[src/rtl/basket_pkg.sv]
// Shared types and constants for the basket manager: command encodings, slot layout,
// catalogue price table and the derived width-exact constants used by the datapath.
package basket_pkg;

   localparam int unsigned NUM_OF_PRDCT = 12;
   localparam int unsigned ID_WIDTH     = 4;
   localparam int unsigned QTY_WIDTH    = 4;
   localparam int unsigned PRICE_WIDTH  = 20;
   localparam int unsigned MAX_QTY      = 9;
   localparam int unsigned CNT_WIDTH    = 4;

   typedef enum logic [1:0] {
      OP_ADD    = 2'b00,
      OP_REMOVE = 2'b01,
      OP_CLEAR  = 2'b10,
      OP_NOP    = 2'b11
   } op_e;

   typedef logic [PRICE_WIDTH-1:0] price_t;

   localparam logic [ID_WIDTH-1:0]  EMPTY_ID  = 4'hF;
   localparam logic [ID_WIDTH-1:0]  ID_LIMIT  = ID_WIDTH'(NUM_OF_PRDCT);
   localparam logic [QTY_WIDTH-1:0] QTY_ONE   = QTY_WIDTH'(1);
   localparam logic [QTY_WIDTH-1:0] QTY_MAX   = QTY_WIDTH'(MAX_QTY);
   localparam logic [CNT_WIDTH-1:0] CNT_FULL  = CNT_WIDTH'(NUM_OF_PRDCT);
   localparam logic [CNT_WIDTH-1:0] SLOT_LAST = CNT_WIDTH'(NUM_OF_PRDCT - 1);
   // Basket size at which the optional discount applies
   localparam logic [CNT_WIDTH-1:0] DISCOUNT_MIN_CNT = CNT_WIDTH'(5);

   // price[i] = 100 * (i + 1)
   localparam price_t PRICE_TABLE [NUM_OF_PRDCT] = '{
      20'd100, 20'd200, 20'd300, 20'd400, 20'd500,  20'd600,
      20'd700, 20'd800, 20'd900, 20'd1000, 20'd1100, 20'd1200
   };

   typedef struct packed {
      logic [ID_WIDTH-1:0]  id;
      logic [QTY_WIDTH-1:0] qty;
      price_t               subtotal;
   } slot_t;

   localparam slot_t EMPTY_SLOT = {EMPTY_ID, {QTY_WIDTH{1'b0}}, {PRICE_WIDTH{1'b0}}};

endpackage

[src/rtl/basket_price_rom.sv]
// Catalogue price lookup and slot subtotal (qty * price) for the slot being updated.
// IDs outside the catalogue price at zero; the caller rejects them anyway.
module basket_price_rom
   import basket_pkg::*;
(
   input  logic [ID_WIDTH-1:0]  id,
   input  logic [QTY_WIDTH-1:0] qty,
   output price_t               subtotal
);

   price_t price;

   // Guarded table lookup so an out-of-range ID never indexes past the table
   always_comb begin
      price = '0;
      if (id < ID_LIMIT) begin
         price = PRICE_TABLE[id];
      end
   end

   // MAX_QTY * top price stays far below 2**PRICE_WIDTH, so a PRICE_WIDTH product is exact
   assign subtotal = {{(PRICE_WIDTH - QTY_WIDTH){1'b0}}, qty} * price;

endmodule

[src/rtl/basket_manager.sv]
// Shopping basket for the VGA display path: up to NUM_OF_PRDCT (id, qty) slots in insertion
// order, updated by ADD/REMOVE/CLEAR commands, with the total re-summed one slot per cycle.
// Optional build macro BASKET_DISCOUNT_EN: 12.5% off the total when 5+ slots are occupied.
module basket_manager
   import basket_pkg::*;
(
   input  logic                                CLOCK_50,
   input  logic                                RESET,
   input  logic                                cmd_valid,
   output logic                                cmd_ready,
   input  logic [1:0]                          cmd_op,
   input  logic [ID_WIDTH-1:0]                 cmd_id,
   output logic                                cmd_err,
   output logic                                busy,
   output logic [3:0]                          BasketProductNum,
   output logic [NUM_OF_PRDCT*ID_WIDTH-1:0]    BasketProductIDList,
   output logic [NUM_OF_PRDCT*PRICE_WIDTH-1:0] numbers,
   output logic [PRICE_WIDTH-1:0]              total_price
);

   typedef enum logic [1:0] {StIdle, StUpdate, StSum, StDone} state_e;

   state_e               state_q;
   op_e                  op_q;
   logic [ID_WIDTH-1:0]  id_q;
   slot_t                slots_q [NUM_OF_PRDCT];
   logic [CNT_WIDTH-1:0] count_q;
   logic [CNT_WIDTH-1:0] idx_q;
   price_t               acc_q;
   price_t               total_q;
   logic                 cmd_ready_q;
   logic                 cmd_err_q;

   logic                 hit;
   logic [CNT_WIDTH-1:0] hit_idx;
   slot_t                hit_slot;
   logic [QTY_WIDTH-1:0] qty_new;
   price_t               rom_subtotal;
   logic                 id_ok;
   slot_t                touched;
   slot_t                slots_upd [NUM_OF_PRDCT];
   logic [CNT_WIDTH-1:0] count_upd;
   logic                 reject;
   logic [PRICE_WIDTH:0] acc_sum;
   price_t               acc_next;
   price_t               total_next;

   // Find the latched ID among the occupied slots
   always_comb begin
      hit     = 1'b0;
      hit_idx = '0;
      for (int i = 0; i < NUM_OF_PRDCT; i++) begin
         if (!hit && (CNT_WIDTH'(i) < count_q) && (slots_q[i].id == id_q)) begin
            hit     = 1'b1;
            hit_idx = CNT_WIDTH'(i);
         end
      end
   end

   assign hit_slot = slots_q[hit_idx];
   assign id_ok    = (id_q < ID_LIMIT);

   // New quantity of the touched slot: a fresh append always starts at one
   always_comb begin
      qty_new = QTY_ONE;
      if (hit) begin
         qty_new = (op_q == OP_ADD) ? hit_slot.qty + QTY_ONE : hit_slot.qty - QTY_ONE;
      end
   end

   basket_price_rom u_price_rom (
      .id       (id_q),
      .qty      (qty_new),
      .subtotal (rom_subtotal)
   );

   // Candidate list after the latched command; only committed when not rejected
   always_comb begin
      slots_upd        = slots_q;
      count_upd        = count_q;
      reject           = 1'b0;
      touched.id       = id_q;
      touched.qty      = qty_new;
      touched.subtotal = rom_subtotal;
      case (op_q)
         OP_ADD: begin
            if (!id_ok || (hit && (hit_slot.qty == QTY_MAX)) || (!hit && (count_q == CNT_FULL))) begin
               reject = 1'b1;
            end else if (hit) begin
               slots_upd[hit_idx] = touched;
            end else begin
               slots_upd[count_q] = touched;
               count_upd          = count_q + CNT_WIDTH'(1);
            end
         end
         OP_REMOVE: begin
            if (!id_ok || !hit) begin
               reject = 1'b1;
            end else if (qty_new != '0) begin
               slots_upd[hit_idx] = touched;
            end else begin
               // Close the gap so slot order stays oldest-first
               for (int i = 0; i < NUM_OF_PRDCT - 1; i++) begin
                  if (CNT_WIDTH'(i) >= hit_idx) begin
                     slots_upd[i] = slots_q[i+1];
                  end
               end
               slots_upd[NUM_OF_PRDCT-1] = EMPTY_SLOT;
               count_upd                 = count_q - CNT_WIDTH'(1);
            end
         end
         OP_CLEAR: begin
            for (int i = 0; i < NUM_OF_PRDCT; i++) begin
               slots_upd[i] = EMPTY_SLOT;
            end
            count_upd = '0;
         end
         default: ;
      endcase
   end

   // Saturating accumulate of the slot currently addressed by the sweep
   assign acc_sum  = {1'b0, acc_q} + {1'b0, slots_q[idx_q].subtotal};
   assign acc_next = acc_sum[PRICE_WIDTH] ? '1 : acc_sum[PRICE_WIDTH-1:0];

`ifdef BASKET_DISCOUNT_EN
   // acc - acc/8 with floor truncation
   assign total_next = (count_q >= DISCOUNT_MIN_CNT) ? acc_q - (acc_q >> 3) : acc_q;
`else
   assign total_next = acc_q;
`endif

   // Command FSM: accept, commit the list update, sweep subtotals, publish the total
   always_ff @(posedge CLOCK_50) begin
      if (RESET) begin
         state_q     <= StIdle;
         op_q        <= OP_NOP;
         id_q        <= '0;
         count_q     <= '0;
         idx_q       <= '0;
         acc_q       <= '0;
         total_q     <= '0;
         cmd_ready_q <= 1'b1;
         cmd_err_q   <= 1'b0;
         for (int i = 0; i < NUM_OF_PRDCT; i++) begin
            slots_q[i] <= EMPTY_SLOT;
         end
      end else begin
         cmd_err_q <= 1'b0;
         case (state_q)
            StIdle: begin
               if (cmd_valid && cmd_ready_q) begin
                  op_q        <= op_e'(cmd_op);
                  id_q        <= cmd_id;
                  cmd_ready_q <= 1'b0;
                  state_q     <= StUpdate;
               end
            end
            StUpdate: begin
               if (reject) begin
                  cmd_err_q   <= 1'b1;
                  cmd_ready_q <= 1'b1;
                  state_q     <= StIdle;
               end else begin
                  slots_q <= slots_upd;
                  count_q <= count_upd;
                  if (op_q == OP_CLEAR) begin
                     total_q <= '0;
                  end
                  acc_q   <= '0;
                  idx_q   <= '0;
                  state_q <= StSum;
               end
            end
            StSum: begin
               acc_q <= acc_next;
               if (idx_q == SLOT_LAST) begin
                  state_q <= StDone;
               end else begin
                  idx_q <= idx_q + CNT_WIDTH'(1);
               end
            end
            StDone: begin
               total_q     <= total_next;
               cmd_ready_q <= 1'b1;
               state_q     <= StIdle;
            end
            default: state_q <= StIdle;
         endcase
      end
   end

   // Flatten the slot list onto the display buses
   always_comb begin
      BasketProductIDList = '0;
      numbers             = '0;
      for (int i = 0; i < NUM_OF_PRDCT; i++) begin
         BasketProductIDList[i*ID_WIDTH +: ID_WIDTH] = slots_q[i].id;
         numbers[i*PRICE_WIDTH +: PRICE_WIDTH]       = slots_q[i].subtotal;
      end
   end

   assign cmd_ready        = cmd_ready_q;
   assign busy             = ~cmd_ready_q;
   assign cmd_err          = cmd_err_q;
   assign BasketProductNum = count_q;
   assign total_price      = total_q;

endmodule

[config.mk]
export PLATFORM = sky130hd
export DESIGN_NAME = basket_manager
export DESIGN_NICKNAME = d
export VERILOG_FILES = /design/src/rtl/basket_pkg.sv /design/src/rtl/basket_price_rom.sv /design/src/rtl/basket_manager.sv
export SDC_FILE = /design/constraint.sdc
export NUM_CORES = 2
export LEC_CHECK = 0
export CAP_MARGIN = 20
export CORE_MARGIN = 2
export CORE_UTILIZATION = 38
export CTS_BUF_LIST = sky130_fd_sc_hd__clkbuf_8
export DETAILED_ROUTE_END_ITERATION = 8
export SLEW_MARGIN = 40
export SYNTH_ARGS = -nofsm -noshare
export SYNTH_HDL_FRONTEND = slang
export SYNTH_SLANG_ARGS = --single-unit
export TNS_END_PERCENT = 20
[constraint.sdc]
create_clock -name CLOCK_50 -period 12.8 [get_ports CLOCK_50]
set_input_delay 1.28 -clock CLOCK_50 [delete_from_list [all_inputs] [get_ports CLOCK_50]]
set_output_delay 1.28 -clock CLOCK_50 [all_outputs]
set_load 0.01 [all_outputs]
==> reports/metrics.cfg <==
[synth]
synth_edf_count = 0
syn_area_per_cell_um2 = 8.79
synth_seq_cells = 394
synthArstFlopShare_pct = 0
synth_cells = 2908
seq_area_frac_synth_pct = 30.9
synth_area_um2 = 25600
synth.distinct_cells = 90
synth_warnings = 0
yosys_most_used_dff = dfxtp_1
synthesis.nets = 2987

[timing]
worst_slack_ps = 2370
rsz0062_at_grt = false
setup_viol = 0
fin_tns_setup_ps = 0
period_minus_slack_ps = 10430
fin_crit_sh_pct = 81.5
worst_slew_pin_slew_ps = 930
clock.fmax_ghz = 0.0959
slew_headroom_pct = 38.0
hold_violations = 0
finClkSkew_ps = 66.4
final-max-slew-violation-count = 0

[critical_path]
crit_top_cell = a21oi_1
critPathRequiredTime_ps = 13360
critPathLaunchType = flop
worst-path-max-fanout = 16
r2r_start = BasketProductNum[1]
end_kind = flop
cpMaxStageDelayCell = or3_1
max_stage_delay_ps = 810
r2r_cells = 34
arrival_ps = 10990
path_class = flop to flop
ff2ff_setup_slack_ps = 2370

[finish]
drive_gt1_share_pct = 12.6
area_growth_pct = 13.7
fin_area_um2 = 29100
most-common-layout-cells = 392 x dfxtp_1, 322 x clkdlybuf4s50_1, 216 x o21ai_0
final_common_cell = dfxtp_1
final_nets = 2937
instances_no_fill = 3782

[global_routing]
antenna_found_initial = 3
grt_usage_pct = 31.6
use_met3_pct = 7.20
gr-usage-met2_pct = 49.6
grt_overflow_total = 0
grt_pass1_wl_mm = 164
grt_max_degree = 179
grt_pass1_vias = 23100
grt.busiest_layer = met2
use_met1_pct = 40.5

[min_path]
min_path_cells = 1
hp-class = flop to flop
min_from = total_price[7]
worstHoldEndpoint = total_price[7]

[floorplan]
boundaryPins = 324
die_w_um = 263
core_um2 = 66900
die_area_um2 = 69400
die_h_um = 263
rows = 95
initial_core_util_pct = 38.2

[place]
dp_cells = 3657
hpwl_mm = 80.7
gp_congestion = 0.976
port_buffers = 323
pre_cts_slack_ps = 2690
postPlaceCellArea_um2 = 27600

[clock_network]
htreeDepth = 3
worstSkewPairLatency_ps = 690
cts_buffers = 71
clk_path_buf_depth = 3
path_clk_slew_ps = 60
cts_resized = 0
cts.sinks = 394
holdBufCountCts = 0
cts_tree = built
post_cts_buffers = 0
cts_root_buffer = clkbuf_8

[detailed_routing]
drt_first_pass_iters = 9
wl_per_cell_um = 30.0
ant_nets = 0
route.detailed.drc = 0
drtIter0Drc = 3703
wl_mm = 114
via_count = 24500
avgViaCountPerCell = 6.48

[power_and_ir_drop]
total_power_mw = 2.90
p_leak_nw = 10.1
p_per_area_nw_per_um2 = 99.7
ir_drop_uv = 62.8

[run_status]
status = finished, final reports clean

[run]
drv_cap = 0

-- worst max path at each step --
stage / end / slack [ps] / depth (start not counted) / startpoint
after detailed placement: flop / 2690 / 34 / BasketProductNum[1]
after global routing: flop / 1970 / 36 / BasketProductNum[1]
final: flop / 2370 / 34 / BasketProductNum[1]
after global placement: flop / 3110 / 36 / BasketProductNum[1]
after floorplan: flop / 4430 / 38 / BasketProductNum[1]
after CTS: flop / 2660 / 34 / BasketProductNum[1]
-- layer usage --
layer,vias to the layer above,part of all wire (%)
met3,350,10
li1,10600,-
met2,1622,45
met4,4,5.6
met1,12000,39
met5,-,0.024
-- cell families after synthesis --
group                    synth area share, %
XOR/XNOR                                2.85
AO/OA/AOI/OAI                           29.8
flip-flops                              30.9
AND/OR/NAND/NOR                         9.73
buffers and inverters                   13.8
multiplexers                            9.02
adder cells (fa/ha/maj)                 3.90
-- worst max-delay path: cells and delay by family, from the launching register on --
family | cells | cell delay [ps]
AOI/OAI and AO/OA | 15 | 3620
and+or+nand+nor | 8 | 2770
adders and majority gates | 5 | 1940
muxes | 2 | 620
xor gates and xnor gates | 1 | 560
DFF | 1 | 430
buffers and inverters | 3 | 390
-- report_power, final --
group | leakage (nW) | internal, mW | switching (mW)
sequential | 3.18 | 1.24 | 0.0288
clock | 0.812 | 0.679 | 0.579
combinational | 6.06 | 0.111 | 0.253
total | 10.1 | 2.03 | 0.861
-- final cells by class --
class                           instances  area, µm²
Clock buffer                           88       1210
Clock inverter                         34        236
Timing Repair Buffer                  398       3840
Sequential cell                       394       7900
Multi-Input combinational cell       1881      14400
Antenna cell                            2       5.00
Tap cell                              873       1090
Fill cell                            6467      37900
Inverter                              112        420
-- stage by stage --
stage                     util, %  hold slack, ps
after global placement       41.0             457
after global routing         43.4             493
final                        43.4             477
after detailed placement     41.2             459
after CTS                    43.4             477
after floorplan                 -             419
-- cell usage after synthesis (44+ instances only) --
| cell | n | area share, % |
|---|---|---|
| mux4_2 | 59 | 5.2 |
| a22oi_1 | 115 | 3.4 |
| nor2_1 | 119 | 1.7 |
| mux2_2 | 45 | 2.0 |
| buf_2 | 45 | 0.88 |
| inv_1 | 111 | 1.6 |
| a21oi_1 | 165 | 3.2 |
| o2bb2ai_1 | 70 | 2.4 |
| a22o_1 | 87 | 3.0 |
| ha_1 | 54 | 2.6 |
| nand3_1 | 54 | 1.1 |
| a221o_1 | 78 | 3.1 |
| clkbuf_1 | 162 | 2.4 |
| o21ai_0 | 217 | 4.2 |
| a211oi_1 | 50 | 1.5 |
| o22ai_1 | 44 | 1.1 |
| dfxtp_1 | 394 | 31 |
| nand2_1 | 200 | 2.9 |
| mux2i_1 | 47 | 1.8 |
| buf_4 | 290 | 8.5 |
Power figures use the tool's default switching activity.
